--- src/rtl/xreg_bus_slave.sv ---
// xreg_bus_slave: APB3 responder for an xregister bank.
//
// Every transfer takes three bus cycles (one wait state):
//   T   IDLE  setup phase seen; decode paddr and latch the request
//   T+1 STRB  one-cycle sw_wr/sw_rd strobe; capture the selected register
//   T+2 DONE  pready=1 with prdata/pslverr
//
// Handshake: the bus side follows APB3. A transfer starts only on a setup
// phase (psel=1, penable=0) seen in IDLE. pready is high for exactly one
// cycle (DONE), and prdata/pslverr are valid only while pready=1. The
// sw_wr/sw_rd strobes toward the bank are single-cycle and carry no
// back-pressure.
//
// Optional feature: define XREG_PSLVERR_EN to return pslverr=1 for unmapped
// or misaligned transfers. Without it pslverr stays 0.
//
// Ports:
//   clk, rst_n       bank clock, asynchronous active-low reset
//   psel, penable    APB select / access phase
//   pwrite           1=write, 0=read
//   paddr, pwdata    byte address, write data
//   pready           transfer complete
//   prdata           read data (0 on writes and unmapped reads)
//   pslverr          error response
//   sw_wr, sw_rd     one-hot per-register write/read strobes, 1 cycle
//   sw_wr_data       write data to the fields, held until the next mapped write
//   reg_rd_data      packed register values, reg i at [i*DATA_WIDTH +: DATA_WIDTH]
module xreg_bus_slave #(
  parameter int unsigned ADDR_WIDTH = 8,
  parameter int unsigned DATA_WIDTH = 32,
  parameter int unsigned REG_CNT    = 16,
  parameter logic [ADDR_WIDTH-1:0] BASE_ADDR = '0
) (
  input  logic                          clk,
  input  logic                          rst_n,
  input  logic                          psel,
  input  logic                          penable,
  input  logic                          pwrite,
  input  logic [ADDR_WIDTH-1:0]         paddr,
  input  logic [DATA_WIDTH-1:0]         pwdata,
  output logic                          pready,
  output logic [DATA_WIDTH-1:0]         prdata,
  output logic                          pslverr,
  output logic [REG_CNT-1:0]            sw_wr,
  output logic [REG_CNT-1:0]            sw_rd,
  output logic [DATA_WIDTH-1:0]         sw_wr_data,
  input  logic [DATA_WIDTH*REG_CNT-1:0] reg_rd_data
);

  localparam int unsigned SHIFT = $clog2(DATA_WIDTH / 8);
  localparam int unsigned IDX_W = (REG_CNT > 1) ? $clog2(REG_CNT) : 1;
  localparam logic [ADDR_WIDTH-1:0] ALIGN_MASK = ADDR_WIDTH'((1 << SHIFT) - 1);

  typedef enum logic [1:0] {
    IDLE = 2'd0,
    STRB = 2'd1,
    DONE = 2'd2
  } state_t;

  state_t state, state_n;

  // Latched request
  logic             is_wr_q, is_wr_n;
  logic             hit_q, hit_n;
  logic [IDX_W-1:0] idx_q, idx_n;

  // Next values of the registered outputs
  logic [REG_CNT-1:0]    sw_wr_n, sw_rd_n;
  logic [DATA_WIDTH-1:0] sw_wr_data_n, prdata_n;
  logic                  pready_n, pslverr_n;

  // Address decode. The subtraction wraps at ADDR_WIDTH bits, so
  // addresses below BASE_ADDR are rejected explicitly.
  logic [ADDR_WIDTH-1:0] addr_off, addr_word;
  logic [IDX_W-1:0]      addr_idx;
  logic                  addr_hit;

  always_comb begin
    addr_off  = paddr - BASE_ADDR;
    addr_word = addr_off >> SHIFT;
    addr_idx  = IDX_W'(addr_word);
    addr_hit  = (paddr >= BASE_ADDR) &&
                ((addr_off & ALIGN_MASK) == '0) &&
                (32'(addr_word) < 32'(REG_CNT));
  end

  // Register read mux
  logic [DATA_WIDTH-1:0] rd_arr [REG_CNT];
  for (genvar i = 0; i < REG_CNT; i++) begin : g_rd
    assign rd_arr[i] = reg_rd_data[i*DATA_WIDTH +: DATA_WIDTH];
  end

  always_comb begin
    state_n      = state;
    is_wr_n      = is_wr_q;
    hit_n        = hit_q;
    idx_n        = idx_q;
    sw_wr_n      = '0;
    sw_rd_n      = '0;
    sw_wr_data_n = sw_wr_data;
    pready_n     = 1'b0;
    prdata_n     = '0;
    pslverr_n    = 1'b0;
    case (state)
      IDLE: begin
        // penable=1 in IDLE is a protocol error and is ignored
        if (psel && !penable) begin
          state_n = STRB;
          is_wr_n = pwrite;
          hit_n   = addr_hit;
          idx_n   = addr_idx;
          if (addr_hit) begin
            if (pwrite) begin
              sw_wr_n      = REG_CNT'(1) << addr_idx;
              sw_wr_data_n = pwdata;
            end else begin
              sw_rd_n = REG_CNT'(1) << addr_idx;
            end
          end
        end
      end
      STRB: begin
        // Capture happens on the strobe edge, so read-side-effect fields
        // still present their old value here.
        if (psel) begin
          state_n  = DONE;
          pready_n = 1'b1;
          if (hit_q && !is_wr_q) prdata_n = rd_arr[idx_q];
`ifdef XREG_PSLVERR_EN
          pslverr_n = !hit_q;
`endif
        end else begin
          // Transfer abandoned: strobe already issued stands, no response
          state_n = IDLE;
        end
      end
      DONE:    state_n = IDLE;
      default: state_n = IDLE;
    endcase
  end

  always_ff @(posedge clk or negedge rst_n) begin
    if (!rst_n) state <= IDLE;
    else        state <= state_n;
  end

  always_ff @(posedge clk or negedge rst_n) begin
    if (!rst_n) begin
      is_wr_q    <= 1'b0;
      hit_q      <= 1'b0;
      idx_q      <= '0;
      sw_wr      <= '0;
      sw_rd      <= '0;
      sw_wr_data <= '0;
      pready     <= 1'b0;
      prdata     <= '0;
      pslverr    <= 1'b0;
    end else begin
      is_wr_q    <= is_wr_n;
      hit_q      <= hit_n;
      idx_q      <= idx_n;
      sw_wr      <= sw_wr_n;
      sw_rd      <= sw_rd_n;
      sw_wr_data <= sw_wr_data_n;
      pready     <= pready_n;
      prdata     <= prdata_n;
      pslverr    <= pslverr_n;
    end
  end

endmodule

--- config.mk ---
export PLATFORM = sky130hd
export DESIGN_NAME = xreg_bus_slave
export DESIGN_NICKNAME = d
export VERILOG_FILES = /design/src/rtl/xreg_bus_slave.sv
export SDC_FILE = /design/constraint.sdc
export NUM_CORES = 1
export LEC_CHECK = 0
export ABC_AREA = 1
export BUFFER_PORTS_ARGS = -buffer_cell sky130_fd_sc_hd__clkbuf_2
export CAP_MARGIN = 20
export CORE_AREA = 2 2 255 257
export CTS_BUF_LIST = sky130_fd_sc_hd__clkbuf_4 sky130_fd_sc_hd__clkbuf_8
export DETAILED_ROUTE_END_ITERATION = 10
export DIE_AREA = 0 0 257 259
export GPL_TIMING_DRIVEN = 0
export PLACE_DENSITY = 0.48
export SETUP_SLACK_MARGIN = 0.02
export SLEW_MARGIN = 5
export SYNTH_ARGS = -nofsm -noshare
export SYNTH_HDL_FRONTEND = slang
export SYNTH_SLANG_ARGS = --single-unit
--- constraint.sdc ---
create_clock -name clk -period 1.9 [get_ports clk]
set_clock_uncertainty 0.15 [all_clocks]
set_input_delay 0.38 -clock clk [delete_from_list [all_inputs] [get_ports clk]]
set_output_delay 0.38 -clock clk [all_outputs]
set_load 0.03 [all_outputs]
Word level (Yosys, flattened, before mapping)
Cells that the tools add are included.
- memory bits (read-only): 0
- latch bits: 0
- bits of input ports: 557
- output and inout port bits: 98
- memories kept: 0
- bits in registers: 105
- word-level logic and storage cells: 45
- bits in writable memories: 0
- add/sub/neg operators: 0
- bitwise logic cells: 1
- magnitude comparators: 3
- shift-type cells: 1
- equality and inequality tests: 2
- reductions and logical operators: 10
- divide/modulo/power cells: 0
- mux-type cells: 19
- multiply operators: 0
- operators with widths (operator ; number):
    $mux 32 ; 5
    $bmux 32 s4 ; 1
    $mux 16 ; 8
    $shl 1x4->16 const A ; 1
    $ge 8x1->1 const B ; 1
    $logic_not 8->1 ; 1
    $lt 6x5->1 const B ; 1
    $ge 5x5->1 const B ; 1
    $not 4->5 ; 1
    $logic_and 1x1->1 ; 4
    $mux 2 ; 2
    $pmux 2 s2 ; 1
    $reduce_and 4->1 ; 1
    $eq 2x1->1 const B ; 1
    $logic_not 1->1 ; 2
    $logic_not 2->1 ; 1
    $mux 1 ; 2
    $ne 2x2->1 const B ; 1
    $reduce_and 2->1 ; 1

Depth between registers and ports, before layout
- word-level depth: 7
- gate-level depth with buffers: 11
- mapped depth without buffers: 8

Least setup slack after synthesis
No wires, ideal clock.
- path kind: input-to-reg
- start point: in penable
- end point: reg sw_wr_data[17]
- stages on the path: 8
- setup slack: 0.390 ns
- data required time: 1.632 ns
- setup time: 0.118 ns
- arrival: 1.242 ns
- buffers on the path: 2
- cell sequence: nor2_1 -> nand3_1 -> nor2_4 -> nand2_1 -> buf_2 -> buf_6 -> nand2_1 -> nand2_1
- longest elaborated chain between the ends: 3
- ends and longest elaborated chain (what ; RTL line ; text):
    start: declaration ; 37 ; input logic penable,
    $logic_not 1->1 ; 107 ; if (psel && !penable) begin
    $logic_and 1x1->1 ; 107 ;
    $reduce_and 4->1 (no line) ; -- ;
    end signal: assignment ; 164 ; sw_wr_data <= sw_wr_data_n;
    end: declaration ; 46 ; output logic [DATA_WIDTH-1:0] sw_wr_data,
Every way passes these cells.
A chain may end at the register's enable or synchronous reset.

Worst setup path in the final report
- start point: reg idx_q[0]
- end point: reg prdata[1]
- longest elaborated chain between the ends: 7
- ends and longest elaborated chain (what ; RTL line ; text):
    start: declaration ; 65 ; logic [IDX_W-1:0] idx_q, idx_n;
    start signal: assignment ; 161 ; idx_q <= idx_n;
    $not 4->5 (implied by the code) ; 128 ; if (hit_q && !is_wr_q) prdata_n = rd_arr[idx_q];
    $bmux 32 s4 ; 128 ;
    $mux 32 (implied by the code) (2 in a row) ; 128 ;
    $mux 32 ; 128 ;
    $mux 32 ; 125 ; if (psel) begin
    $mux 32 ; 104 ; case (state)
    named net prdata_n[1] ; 69 ; logic [DATA_WIDTH-1:0] sw_wr_data_n, prdata_n;
    end signal: assignment ; 166 ; prdata <= prdata_n;
    end: declaration ; 42 ; output logic [DATA_WIDTH-1:0] prdata,
The timed path passes the listed nets, and every way through them passes these cells. The select of a mux whose other input is x is not followed.

==> impl_metrics.py <==
metrics = {
    "critical_path": {
        "crit_arrival_ps": 2100,
        "cp_cell_sequence": "buf_12 > clkinv_16 > buf_16 > clkbuf_16 > nand2_1 > nand2_1 > nand2_2 > nand3_1 > a21oi_2 > nor2_1",
        "crit_fanout": 7,
        "cp-start-kind": "register",
        "cpMaxStageDelayCell": "dfrtp_1",
        "worstSetupPathType": "register to register",
        "cp_slowest_stage_delay_ps": 400,
        "cp-end-kind": "register",
        "path_common_cell": "nand2_1",
        "required_ps": 2130,
    },
    "synthesis": {
        "yosysSeqAreaShare_pct": 25.21,
        "synth_cell_types": 19,
        "yosysWarnings": 0,
        "synth.avg_cell_area_um2": 5.350,
        "synthCells": 1948,
        "synth_seq_cells": 105,
        "synth_area_um2": 10420,
        "ys_top_cells_by_area": "nand2_1 27%, dfrtp_1 25%, nand3_1 18%",
        "yosysTopAreaCell": "nand2_1",
        "synth_top_area_share_pct": 26.83,
        "synth_nets": 2505,
    },
    "grt": {
        "grt.overflow.total": 0,
        "grt_pass1_wl_mm": 99.24,
        "antenna_found_initial": 7,
        "grt_pass1_vias": 14450,
        "grt_max_degree": 86,
        "track_usage_pct": 20.80,
    },
    "timing": {
        "grt_setup_unrepaired": "true",
        "fin_crit_sh_pct": 98.57,
        "setup_violations": 0,
        "fmax_mhz": 533.9,
        "slew_headroom_pct": 56.56,
        "slew_violations": 0,
        "final.setup.worst_slack_ps": 27.14,
        "fin_crit_ps": 1873,
        "worstMarginPinSlew_ps": 651.6,
        "timing_hold_violations_final": 0,
    },
    "power_and_ir_drop": {
        "p_int_mw": 5.666,
        "p_switching_mw": 5.896,
        "seqPwrFrac_pct": 20.8,
        "powerDensity_nw_per_um2": 659.8,
        "power_frac_comb_pct": 64.6,
        "peakVddDrop_mv": 0.3416,
        "sw_frac_of_total_pct": 50.99,
        "p_leak_nw": 10.89,
        "clockPowerShare_pct": 14.6,
    },
    "final_layout": {
        "nets": 3218,
        "register_area_um2": 2629,
        "fillers": 7409,
        "layout_common_cells": "654 x nand2_1, 654 x clkbuf_2, 454 x inv_1",
        "drive_gt1_share_pct": 38.63,
        "design_area_um2": 17520,
        "finalNonFillerCells": 3524,
        "area_delta_synth_final_pct": 68.14,
        "multiInputGateArea_um2": 6561,
    },
    "placement": {
        "pre_cts_slack_ps": -780.9,
        "io_buffers": 648,
        "dpl.cell_count": 3454,
        "placed_cell_area_um2": 14810,
        "gp_congestion": 0.9033,
        "dp_hpwl_mm": 58.67,
    },
    "clocking": {
        "cts_inserted_buffers": 9,
        "clkSlewWorstSetupHoldPaths_ps": 170,
        "htree_levels": 3,
        "clock-sinks": 105,
        "cts_root_buf": "clkbuf_8",
        "ctsLongestPathBuffers": 2,
        "cts_tree": "yes",
        "clock_latency_ps": 460,
    },
    "route": {
        "ant_nets": 0,
        "wl_per_cell_um": 20.57,
        "route.detailed.drc": 0,
        "vias": 14440,
        "drt-initial-drc-count": 786,
        "wl_mm": 72.47,
        "drt-pass1-iter-count": 5,
        "via_per_inst": 4.097,
    },
    "floorplanning": {
        "dieArea_um2": 66560,
        "die_w_um": 257,
        "num_rows": 93,
        "initial_core_util_pct": 16.32,
        "ios": 655,
        "dieHeight_um": 259,
        "core_area_um2": 63880,
    },
    "hold_path": {
        "hp-class": "input pin to register",
    },
    "run": {
        "cap_violations": 0,
    },
    "status": {
        "status": "finished clean",
    },
}
-- repair_timing --
item / in CTS / in global routing
setup buffers: 8 / 2
gates cloned: 4 / 8
resized for setup: 312 / 155
pin swaps: 35 / 64
hold buffers: 31 / 0
endpoints found under the hold margin: 50 / 0
setup endpoints to repair: 33 / 61
-- path summary, 6_finish.rpt --
path                               start        endpoint  slack [ps]  depth (start not counted)
min                           pwdata[14]  sw_wr_data[14]          90                          3
min reg2reg                sw_wr_data[6]   sw_wr_data[6]         340                          2
max                             idx_q[0]       prdata[1]          30                         10
min in group asynchronous          rst_n        idx_q[2]         200                          2
max in group asynchronous          rst_n      prdata[29]         600                          3
max reg2reg                     idx_q[0]       prdata[1]          30                         10
-- cell families after synthesis --
group	share of synthesized area (%)
AND/OR/NAND/NOR	48.99
buffers and inverters	23.91
flip-flops	25.21
AO/OA/AOI/OAI	1.849
other	0.03598
-- sequential cells by signal, indices dropped and copies added (netlist names) --
name        count
sw_wr          16
prdata         32
is_wr_q         1
pready          1
idx_q           4
hit_q           1
sw_wr_data     32
state           2
sw_rd          16
-- metrics by stage --
| stage | power, mW | setup TNS (ps) | hold WS [ps] | utilization, % |
|---|---|---|---|---|
| 6_report | 11.56 | 0 | 92.54 | 27.43 |
| 5_1_grt | 12.31 | -145.6 | 73.28 | 27.43 |
| 4_1_cts | 11.18 | -308.5 | 61.07 | 26.14 |
| 2_1_floorplan | 5.492 | 0 | -65.59 | - |
| 3_5_place_dp | 8.289 | -15690 | 134.2 | 23.18 |
| 3_3_place_gp | 8.252 | -199150 | 306.6 | 23.07 |
-- Yosys cell counts (all sizes together) --
cell,n
clkinv,4
a21oi,32
nand2,745
buf,108
dfrtp,105
nor2,70
inv,457
nor4,1
o21ai,5
nand3,385
o21bai,1
clkbuf,18
nand4,16
conb,1
-- worst max-delay path: cells and delay by family, from the launching register on --
kind,cells,cell delay (ps)
AOI/OAI and AO/OA,1,170
and+or+nand+nor,5,420
DFF,1,400
buffers and inverters,4,610
-- cell type report --
| cell class | instances | share of cell area [%] |
|---|---|---|
| Sequential cell | 105 | 15.00 |
| Clock inverter | 7 | 0.5212 |
| Antenna cell | 3 | 0.04284 |
| Inverter | 461 | 10.04 |
| Timing Repair Buffer | 702 | 22.85 |
| Tap cell | 855 | 6.105 |
| Buffer | 126 | 7.297 |
| Multi-Input combinational cell | 1256 | 37.44 |
| Clock buffer | 9 | 0.7068 |
-- power by group through the flow --
stage / sequential (mW) / clock (mW) / combinational (mW)
floorplan: 2.60 / 0 / 2.89
global placement: 2.44 / 0 / 5.81
detailed placement: 2.44 / 0 / 5.85
CTS: 2.41 / 1.78 / 7.00
global route: 2.42 / 1.82 / 8.07
finish: 2.40 / 1.68 / 7.47
-- routing by layer --
| layer | routed length, µm | global-route usage, % | up-vias |
|---|---|---|---|
| met5 | 43 | 0 | - |
| met2 | 35850 | 37.71 | 575 |
| met4 | 2118 | 5.410 | 6 |
| met3 | 4370 | 3.925 | 81 |
| li1 | - | - | 7176 |
| met1 | 30100 | 25.06 | 6599 |
Power figures use the tool's default switching activity.
